===== src/rtl/mul_seq_pkg.sv =====
`default_nettype none
// ============================================================================
//  Module      : mul_seq_pkg
//  Description : Shared definitions for the sequential shift-add multiplier.
//                Holds the FSM state encoding, operand width and the number
//                of shift-add steps per multiply.
//  Revision    : 1.0  initial release
// ============================================================================
package mul_seq_pkg;

    localparam int MUL_SEQ_WIDTH  = 32;
    localparam int MUL_SEQ_CYCLES = 32;
    localparam int MUL_SEQ_CNT_W  = 6;

    typedef enum logic [1:0] {
        ST_IDLE = 2'd0,
        ST_RUN  = 2'd1,
        ST_DONE = 2'd2
    } state_e;

endpackage : mul_seq_pkg
`default_nettype wire


===== src/rtl/mul_seq_add33.sv =====
`default_nettype none
// ============================================================================
//  Module      : mul_seq_add33
//  Description : Combinational 32+32 -> 33-bit adder used for the partial
//                product accumulation step of mul_seq.
//  Ports       : a_i   - accumulator high word
//                b_i   - multiplicand (or zero when the multiplier bit is 0)
//                sum_o - 33-bit sum including carry-out
//  Revision    : 1.0  initial release
// ============================================================================
module mul_seq_add33
    import mul_seq_pkg::*;
(
    input  logic [MUL_SEQ_WIDTH-1:0] a_i,
    input  logic [MUL_SEQ_WIDTH-1:0] b_i,
    output logic [MUL_SEQ_WIDTH:0]   sum_o
);

    assign sum_o = {1'b0, a_i} + {1'b0, b_i};

endmodule : mul_seq_add33
`default_nettype wire


===== src/rtl/mul_seq.sv =====
`default_nettype none
// ============================================================================
//  Module      : mul_seq
//  Description : Sequential 32x32 -> 64-bit shift-add multiplier.
//                IDLE accepts a request, RUN performs 32 shift-add steps and
//                then registers the result, DONE pulses done for one cycle.
//                Accept at edge N gives done in the cycle after edge N+33.
//  Options     : MUL_SEQ_SIGNED_EN - adds signed_op_i; signed operands are
//                converted to magnitudes on accept and the result negated
//                when the operand signs differ.
//  Ports       : clk, rst_n        - clock, asynchronous active-low reset
//                start_i, abort_i  - request / cancel in-flight multiply
//                a_i, b_i          - multiplicand / multiplier
//                signed_op_i       - two's-complement op (option only)
//                busy_o, done_o    - status (RUN/DONE), result-valid pulse
//                product_o         - 64-bit result, held until next accept
//                zero_flag_o       - product is zero
//                ovf32_flag_o      - product does not fit in 32 bits
//  Revision    : 1.0  initial release
// ============================================================================
module mul_seq
    import mul_seq_pkg::*;
(
    input  logic                       clk,
    input  logic                       rst_n,
    input  logic                       start_i,
    input  logic                       abort_i,
    input  logic [MUL_SEQ_WIDTH-1:0]   a_i,
    input  logic [MUL_SEQ_WIDTH-1:0]   b_i,
`ifdef MUL_SEQ_SIGNED_EN
    input  logic                       signed_op_i,
`endif
    output logic                       busy_o,
    output logic                       done_o,
    output logic [2*MUL_SEQ_WIDTH-1:0] product_o,
    output logic                       zero_flag_o,
    output logic                       ovf32_flag_o
);

    localparam int W = MUL_SEQ_WIDTH;

    state_e                   state_q;
    logic [MUL_SEQ_CNT_W-1:0] cnt_q;
    logic [W-1:0]             mcand_q;
    logic [W-1:0]             acc_hi_q;
    logic [W-1:0]             acc_lo_q;   // low product bits shift in from the top, multiplier out of bit 0
    logic                     neg_q;
    logic                     sgn_q;
    logic                     busy_q;
    logic                     done_q;
    logic [2*W-1:0]           product_q;
    logic                     zero_q;
    logic                     ovf_q;

    // ------------------------------------------------------------------
    // Operand conditioning on accept
    // ------------------------------------------------------------------
    logic [W-1:0] mcand_d;
    logic [W-1:0] mplier_d;
    logic         neg_d;
    logic         sgn_d;

    always_comb begin
        mcand_d  = a_i;
        mplier_d = b_i;
        neg_d    = 1'b0;
        sgn_d    = 1'b0;
`ifdef MUL_SEQ_SIGNED_EN
        if (signed_op_i) begin
            sgn_d = 1'b1;
            neg_d = a_i[W-1] ^ b_i[W-1];
            // 0x80000000 maps onto itself, which is the correct unsigned magnitude
            if (a_i[W-1]) mcand_d  = ~a_i + 1'b1;
            if (b_i[W-1]) mplier_d = ~b_i + 1'b1;
        end
`endif
    end

    // ------------------------------------------------------------------
    // Shift-add step
    // ------------------------------------------------------------------
    logic [W-1:0] add_b;
    logic [W:0]   sum33;

    assign add_b = acc_lo_q[0] ? mcand_q : '0;

    mul_seq_add33 u_add33 (
        .a_i   (acc_hi_q),
        .b_i   (add_b),
        .sum_o (sum33)
    );

    // ------------------------------------------------------------------
    // Final result and flags, registered on the RUN->DONE edge
    // ------------------------------------------------------------------
    logic [2*W-1:0] raw_d;
    logic [2*W-1:0] product_d;
    logic           zero_d;
    logic           ovf_d;

    always_comb begin
        raw_d     = {acc_hi_q, acc_lo_q};
        product_d = neg_q ? (~raw_d + 64'd1) : raw_d;
        zero_d    = (product_d == '0);
        if (sgn_q) ovf_d = (product_d[2*W-1:W] != {W{product_d[W-1]}});
        else       ovf_d = (product_d[2*W-1:W] != '0);
    end

    // ------------------------------------------------------------------
    // FSM and datapath registers
    // ------------------------------------------------------------------
    always_ff @(posedge clk or negedge rst_n) begin
        if (!rst_n) begin
            state_q   <= ST_IDLE;
            cnt_q     <= '0;
            mcand_q   <= '0;
            acc_hi_q  <= '0;
            acc_lo_q  <= '0;
            neg_q     <= 1'b0;
            sgn_q     <= 1'b0;
            busy_q    <= 1'b0;
            done_q    <= 1'b0;
            product_q <= '0;
            zero_q    <= 1'b1;
            ovf_q     <= 1'b0;
        end else begin
            done_q <= 1'b0;
            case (state_q)
                ST_IDLE: begin
                    if (start_i) begin
                        mcand_q  <= mcand_d;
                        acc_lo_q <= mplier_d;
                        acc_hi_q <= '0;
                        cnt_q    <= '0;
                        neg_q    <= neg_d;
                        sgn_q    <= sgn_d;
                        busy_q   <= 1'b1;
                        state_q  <= ST_RUN;
                    end
                end
                ST_RUN: begin
                    if (abort_i) begin
                        busy_q  <= 1'b0;
                        state_q <= ST_IDLE;
                    end else if (cnt_q == MUL_SEQ_CNT_W'(MUL_SEQ_CYCLES)) begin
                        // All steps complete: accumulator holds the magnitude product
                        product_q <= product_d;
                        zero_q    <= zero_d;
                        ovf_q     <= ovf_d;
                        done_q    <= 1'b1;
                        state_q   <= ST_DONE;
                    end else begin
                        acc_hi_q <= sum33[W:1];
                        acc_lo_q <= {sum33[0], acc_lo_q[W-1:1]};
                        cnt_q    <= cnt_q + 1'b1;
                    end
                end
                ST_DONE: begin
                    busy_q  <= 1'b0;
                    state_q <= ST_IDLE;
                end
                default: begin
                    busy_q  <= 1'b0;
                    state_q <= ST_IDLE;
                end
            endcase
        end
    end

    assign busy_o       = busy_q;
    assign done_o       = done_q;
    assign product_o    = product_q;
    assign zero_flag_o  = zero_q;
    assign ovf32_flag_o = ovf_q;

endmodule : mul_seq
`default_nettype wire


===== config.mk =====
export PLATFORM = sky130hd
export DESIGN_NAME = mul_seq
export DESIGN_NICKNAME = d
export VERILOG_FILES = /design/src/rtl/mul_seq_pkg.sv /design/src/rtl/mul_seq_add33.sv /design/src/rtl/mul_seq.sv
export SDC_FILE = /design/constraint.sdc
export NUM_CORES = 1
export LEC_CHECK = 0
export BUFFER_PORTS_ARGS = -buffer_cell sky130_fd_sc_hd__buf_2
export CORE_MARGIN = 2
export CORE_UTILIZATION = 50
export DETAILED_ROUTE_END_ITERATION = 6
export PLACE_DENSITY = 0.71
export SLEW_MARGIN = 15
export SYNTH_ARGS = -nofsm -noshare
export SYNTH_HDL_FRONTEND = slang
export SYNTH_SLANG_ARGS = --single-unit

===== constraint.sdc =====
create_clock -name clk -period 4.1 [get_ports clk]
set_clock_uncertainty 0.05 [all_clocks]
set_input_delay 0.41 -clock clk [delete_from_list [all_inputs] [get_ports clk]]
set_output_delay 0.41 -clock clk [all_outputs]
set_load 0.1 [all_outputs]

* Yosys cells after proc, flatten, opt, wreduce, memory -nomap -nowiden
Index checks and enable logic that the tools add are counted.
W data, S select, Z words.
** Word-level totals
- Input port bits :: 68
- Output and inout bits :: 68
- Register bits :: 172
** Operators by class
- Muxes and demuxes :: 23
- Bitwise operators :: 1
- Add/subtract/negate cells :: 2
- Reductions and logical operators :: 9
- Equal/unequal tests :: 7
** Operators with widths (number)
- $mux W32 :: 7
- $pmux W32 S2 :: 2
- $logic_not A64 Y1 :: 1
- $add A32 B32 Y33 :: 1
- $reduce_bool A32 Y1 :: 1
- $mux W6 :: 3
- $pmux W6 S2 :: 1
- $ne A2 B2 Y1 const B :: 4
- $add A6 B1 Y6 const B :: 1
- $eq A6 B6 Y1 const B :: 1
- $mux W2 :: 3
- $reduce_and A2 Y1 :: 3
- $mux W1 :: 5
- $pmux W2 S2 :: 1
- $reduce_and A4 Y1 :: 1
- $ne A3 B3 Y1 const B :: 1
- $reduce_and A3 Y1 :: 1
- $eq A2 B1 Y1 const B :: 1
- $logic_not A2 Y1 :: 1
- $pmux W1 S2 :: 1
- $reduce_bool A2 Y1 :: 1
- $not A1 Y1 :: 1

* Logic depth before layout (Yosys ltp)
- Depth in word-level cells :: 5
- Gate-level depth with buffers :: 12

* Cells and area by module
Synthesis repeated with hierarchy kept, for this count alone.
** Unflattened totals
- Cells, all modules :: 885
- Area total of the unflattened synthesis :: 8921.1 um^2
** By module, submodules not included
- mul_seq :: cells each 631, instances 1, area an instance 7171.9 um^2
- mul_seq_add33 :: cells each 254, instances 1, area an instance 1749.2 um^2

* Least setup slack after synthesis
OpenSTA, ideal clock, no wires.
- Path kind :: register -> register
- Start :: reg acc_lo_q[0]
- End :: reg acc_hi_q[30]
- Library setup time :: 122 ps
- Setup slack :: 1444 ps
- Arrival :: 2484 ps
- Cell stages (with the launch flop) :: 12
- Buffers on the path :: 1
- Path through :: dfrtp_1 -> clkbuf_1 -> nand2_1 -> inv_1 -> ha_1 -> a21o_1 -> and4_4 -> o311ai_2 -> o211ai_2 -> and3b_1 -> or3_1 -> a32o_1
** On the way
- Longest elaborated chain between the ends :: 5
** Ends and longest elaborated chain
- start: declaration :: RTL line mul_seq.sv:46 : logic [W-1:0] acc_lo_q;
- start signal: assignment :: RTL line mul_seq.sv:132 : acc_lo_q <= mplier_d;
- start signal: assignment :: RTL line mul_seq.sv:154 : acc_lo_q <= {sum33[0], acc_lo_q[W-1:1]};
- $mux W32 :: RTL line mul_seq.sv:85 : assign add_b = acc_lo_q[0] ? mcand_q : '0;
- $add A32 B32 Y33 :: RTL line mul_seq_add33.sv:19 : assign sum_o = {1'b0, a_i} + {1'b0, b_i};
- $mux W32 :: RTL line mul_seq.sv:145 : end else if (cnt_q == MUL_SEQ_CNT_W'(MUL_SEQ_CYCLES)) begin
- $mux W32 :: RTL line mul_seq.sv:142 : if (abort_i) begin
- $pmux W32 S2 :: RTL line mul_seq.sv:128 : case (state_q)
- end signal: assignment :: RTL line mul_seq.sv:153 : acc_hi_q <= sum33[W:1];
- end: declaration :: RTL line mul_seq.sv:45 : logic [W-1:0] acc_hi_q;
No other way between the ends. The select of a mux whose other input is x is not followed.
A chain may end at the register's enable or synchronous reset.

* Final worst setup path
- Start :: reg acc_lo_q[0]
- End :: reg acc_hi_q[29]
Same word-level chain as after synthesis.

==> key figures <==
Synthesis
  – Post-Syn Area: 8954 um2
  – Post-synth EDFFs: 0
  – Async S/R FF share, synth: 1.000
  – Ys flop type: dfrtp_1
  – Synthesized instance count: 940
  – Distinct cells, synth: 65
  – FF+latch count, synth: 172
  – Complex-gate fraction of the synthesized area: 0.1371
  – Sequential cell area fraction in the yosys report: 0.4809
  – Simple-Gate Fraction of Synth Area: 0.1909
  – Synth Area in XOR/XNOR: 0.02739
  – Yosys warning total: 0
  – Post-Synthesis Net Count: 1043
  – Post-Synth Adder-Cell Area: 0.04975
  – Largest family of logic cells by synthesized area: simple AND/OR/NAND/NOR gates
  – Syn_area_per_cell: 9.525 um2
  – Mux contribution to synthesized area: 0.08273

Detailed routing
  – WL met1: 10.44 mm
  – Top layer in use: met4
  – Antenna-violating nets left: 0
  – Vias/cell: 5.649
  – Via count: 7287
  – DR pass1 iterations: 5
  – Routed WL: 21.74 mm
  – Drt first-iter violations: 574
  – Routed wl met2: 10.04 mm
  – Wirelength per Cell: 16.85 um
  – # DRC: 0
  – Met3 routed WL: 883 um

Setup path
  – Crit end category: register
  – CP Class: register to register
  – Crit path DAT: 3.67 ns
  – CP max stage delay: 1.00 ns
  – CP cell instances: and2_1 > ha_1 > inv_1 > fa_1 > nor2b_1 > o2111a_1 > o211ai_1 > a31oi_1 > a311oi_2 > xor2_1 > o21ai_1
  – WP data required: 4.32 ns
  – Worst Setup Start Kind: register
  – CP max FO: 35
  – Slowest CP cell: dfrtp_1

Clocking
  – Worst-case clock buffer depth: 2
  – Skew-Pair Late Insertion Delay: 0.43 ns
  – Root Driver: clkbuf_16
  – Hold-fix buffers, CTS: 0
  – Post-CTS Setup Bufs: 0
  – Post-cts resize count: 0
  – CTS tree: done
  – CTS clk-pin slew, worst paths: 0.07 ns
  – # H-tree levels: 4
  – CTS Buf Count: 17
  – Clk sinks: 172

Global route
  – Largest net degree at the start of global routing: 92
  – Total track usage: 0.2384
  – First-pass GRT wire length: 35.33 mm
  – Grt ovf: 0
  – Antenna violations before repair: 0
  – Vias in the first global route: 6965

Cells and area
  – Fill count: 1563
  – Post-route cell area: 10400 um2
  – Sequential cell area: 4305 um2
  – Multi-input gate area: 4377 um2
  – Total Nets Final: 1156
  – P&R area growth vs syn: 16.18%
  – Diode count: 0
  – Layout Cells excl Fill: 1290
  – Layout cells sized above 1: 0.2413

Die
  – I/O Pins: 136
  – CORE AREA: 17420 um2
  – Starting Density: 0.5141
  – Die height: 137.8 um
  – Die area: 18990 um2
  – Die width: 137.8 um
  – Std cell rows: 48

Power and ir drop
  – Leakage power: 5.271 nW
  – Power density over cell area: 577.0 nW/um2
  – Final Power: 0.006002 W
  – Peak VDD IR: 0.3520 mV

Place
  – Placed cell area: 9808 um2
  – Placer Congestion: 0.9321
  – Post-DP HPWL: 15.04 mm
  – IO Port Bufs: 135
  – Placed Cells: 1259

STA
  – Slew Limit Headroom: 0.3102
  – Tcrit/Tclk final: 0.8416
  – RSZ-0062 raised after global routing: false
  – Period minus WS final: 3.450 ns
  – Worst-margin pin slew: 1.033 ns
  – Slew Limit Fails: 0
  – Total negative slack: 0 ns
  – Achievable frequency: 0.2898 GHz
  – Final hold vios: 0
  – Setup-failing EPs final: 0

Outcome
  – Status: finished clean

Job
  – Maxcap violations: 0

Min path
  – Worst hold path type: input port to async pin
==> sequential cells by signal, indices dropped and copies added, names as in the netlist, 2 cells and up <==
name,cells
cnt_q,6
mcand_q,32
acc_lo_q,32
acc_hi_q,32
state_q,2
product_o,64
==> critical path, delay by kind of cell (launching register included) <==
family	cells	cell delay, ns
flops	1	1.00
simple gates	2	0.47
buf+inv	1	0.05
xor+xnor	1	0.16
compound gates	5	1.00
fa+ha+maj	2	0.55
==> per-stage QoR <==
stage | hold WS, ns | setup WS [ns] | utilization
floorplan | 0.06441 | 1.444 | -
global placement | 0.3997 | 0.7764 | 0.5631
detailed placement | 0.4084 | 0.6477 | 0.5631
CTS | 0.03909 | 0.6352 | 0.5973
global route | 0.09194 | 0.3316 | 0.5973
finish | 0.02257 | 0.6496 | 0.5973
==> layer usage <==
metal  track usage  vias to the layer above
li1              -                     3526
met2        0.3690                      185
met1        0.3410                     3547
met4       0.07993                        0
met3       0.04047                       29
met5             0                        -
==> area by class of cell <==
| class | count | share of cell area |
|---|---|---|
| repair buffers | 147 | 0.07541 |
| multi-input cells | 699 | 0.4207 |
| inverters | 16 | 0.005773 |
| flip-flops and latches | 172 | 0.4139 |
| clock buffers | 18 | 0.04222 |
| well taps | 225 | 0.02706 |
| clock inverters | 13 | 0.01491 |
==> power by group <==
part	internal (W)	total (W)	switching [W]	leakage, nW
logic	0.000770	0.00195	0.00118	2.75
registers	0.00202	0.00242	0.000400	2.23
clock network	0.000927	0.00163	0.000706	0.288
==> kinds of logic after synthesis <==
group	count (synthesis)
xor gates and xnor gates	28
buffers and inverters	69
AOI/OAI and AO/OA	190
and+or+nand+nor	380
DFF	172
muxes	66
adders and majority gates	35
==> synth_stat cells, drive strengths merged, types with 6 or more instances <==
cell | count | share of area
nor2b | 6 | 0.0050
nor2 | 59 | 0.025
inv | 16 | 0.0067
nand4 | 11 | 0.0077
nor4 | 17 | 0.012
xnor2 | 16 | 0.016
mux2 | 64 | 0.080
a31oi | 38 | 0.027
a21o | 12 | 0.010
a21oi | 43 | 0.024
nand2 | 202 | 0.085
ha | 34 | 0.048
and2 | 34 | 0.024
clkbuf | 35 | 0.015
o21bai | 8 | 0.0071
buf | 18 | 0.0099
o21ai | 45 | 0.025
o31ai | 6 | 0.0050
nand3 | 27 | 0.015
dfrtp | 171 | 0.48
xor2 | 12 | 0.012
and3 | 6 | 0.0042
==> worst paths after layout <==
kind,from,end,slack (ns),depth (start not counted)
max,acc_lo_q[0]$_DFFE_PN0P_,acc_hi_q[29]$_DFFE_PN0P_,0.65,11
min,rst_n,product_o[53]$_DFFE_PN0P_,0.02,1
max reg2reg,acc_lo_q[0]$_DFFE_PN0P_,acc_hi_q[29]$_DFFE_PN0P_,0.65,11
min reg2reg,mcand_q[5]$_DFFE_PN0P_,mcand_q[5]$_DFFE_PN0P_,0.42,2
min in group clk,a_i[3],mcand_q[3]$_DFFE_PN0P_,0.12,3
max in group asynchronous,rst_n,zero_flag_o$_DFFE_PN1P_,3.06,2
==> cell usage in the layout, fill, tap and decap left out, drive strengths merged, types with 3 or more instances in the layout <==
| master | count |
|---|---|
| o21ai | 45 |
| buf | 147 |
| a22o | 3 |
| a31oi | 38 |
| o211ai | 5 |
| clkbuf | 18 |
| dfrtp | 171 |
| nand4 | 11 |
| ha | 34 |
| and2 | 34 |
| o21bai | 8 |
| o21a | 5 |
| a311oi | 3 |
| clkinv | 3 |
| a21o | 12 |
| mux2 | 64 |
| o31ai | 6 |
| nor4 | 17 |
| xor2 | 12 |
| nor2 | 59 |
| and3 | 6 |
| nand2 | 202 |
| inv | 22 |
| xnor2 | 16 |
| nor2b | 6 |
| a21oi | 43 |
| or3 | 4 |
| nand2b | 4 |
| nor3 | 5 |
| nand3 | 27 |
(Power assumes the default switching activity.)
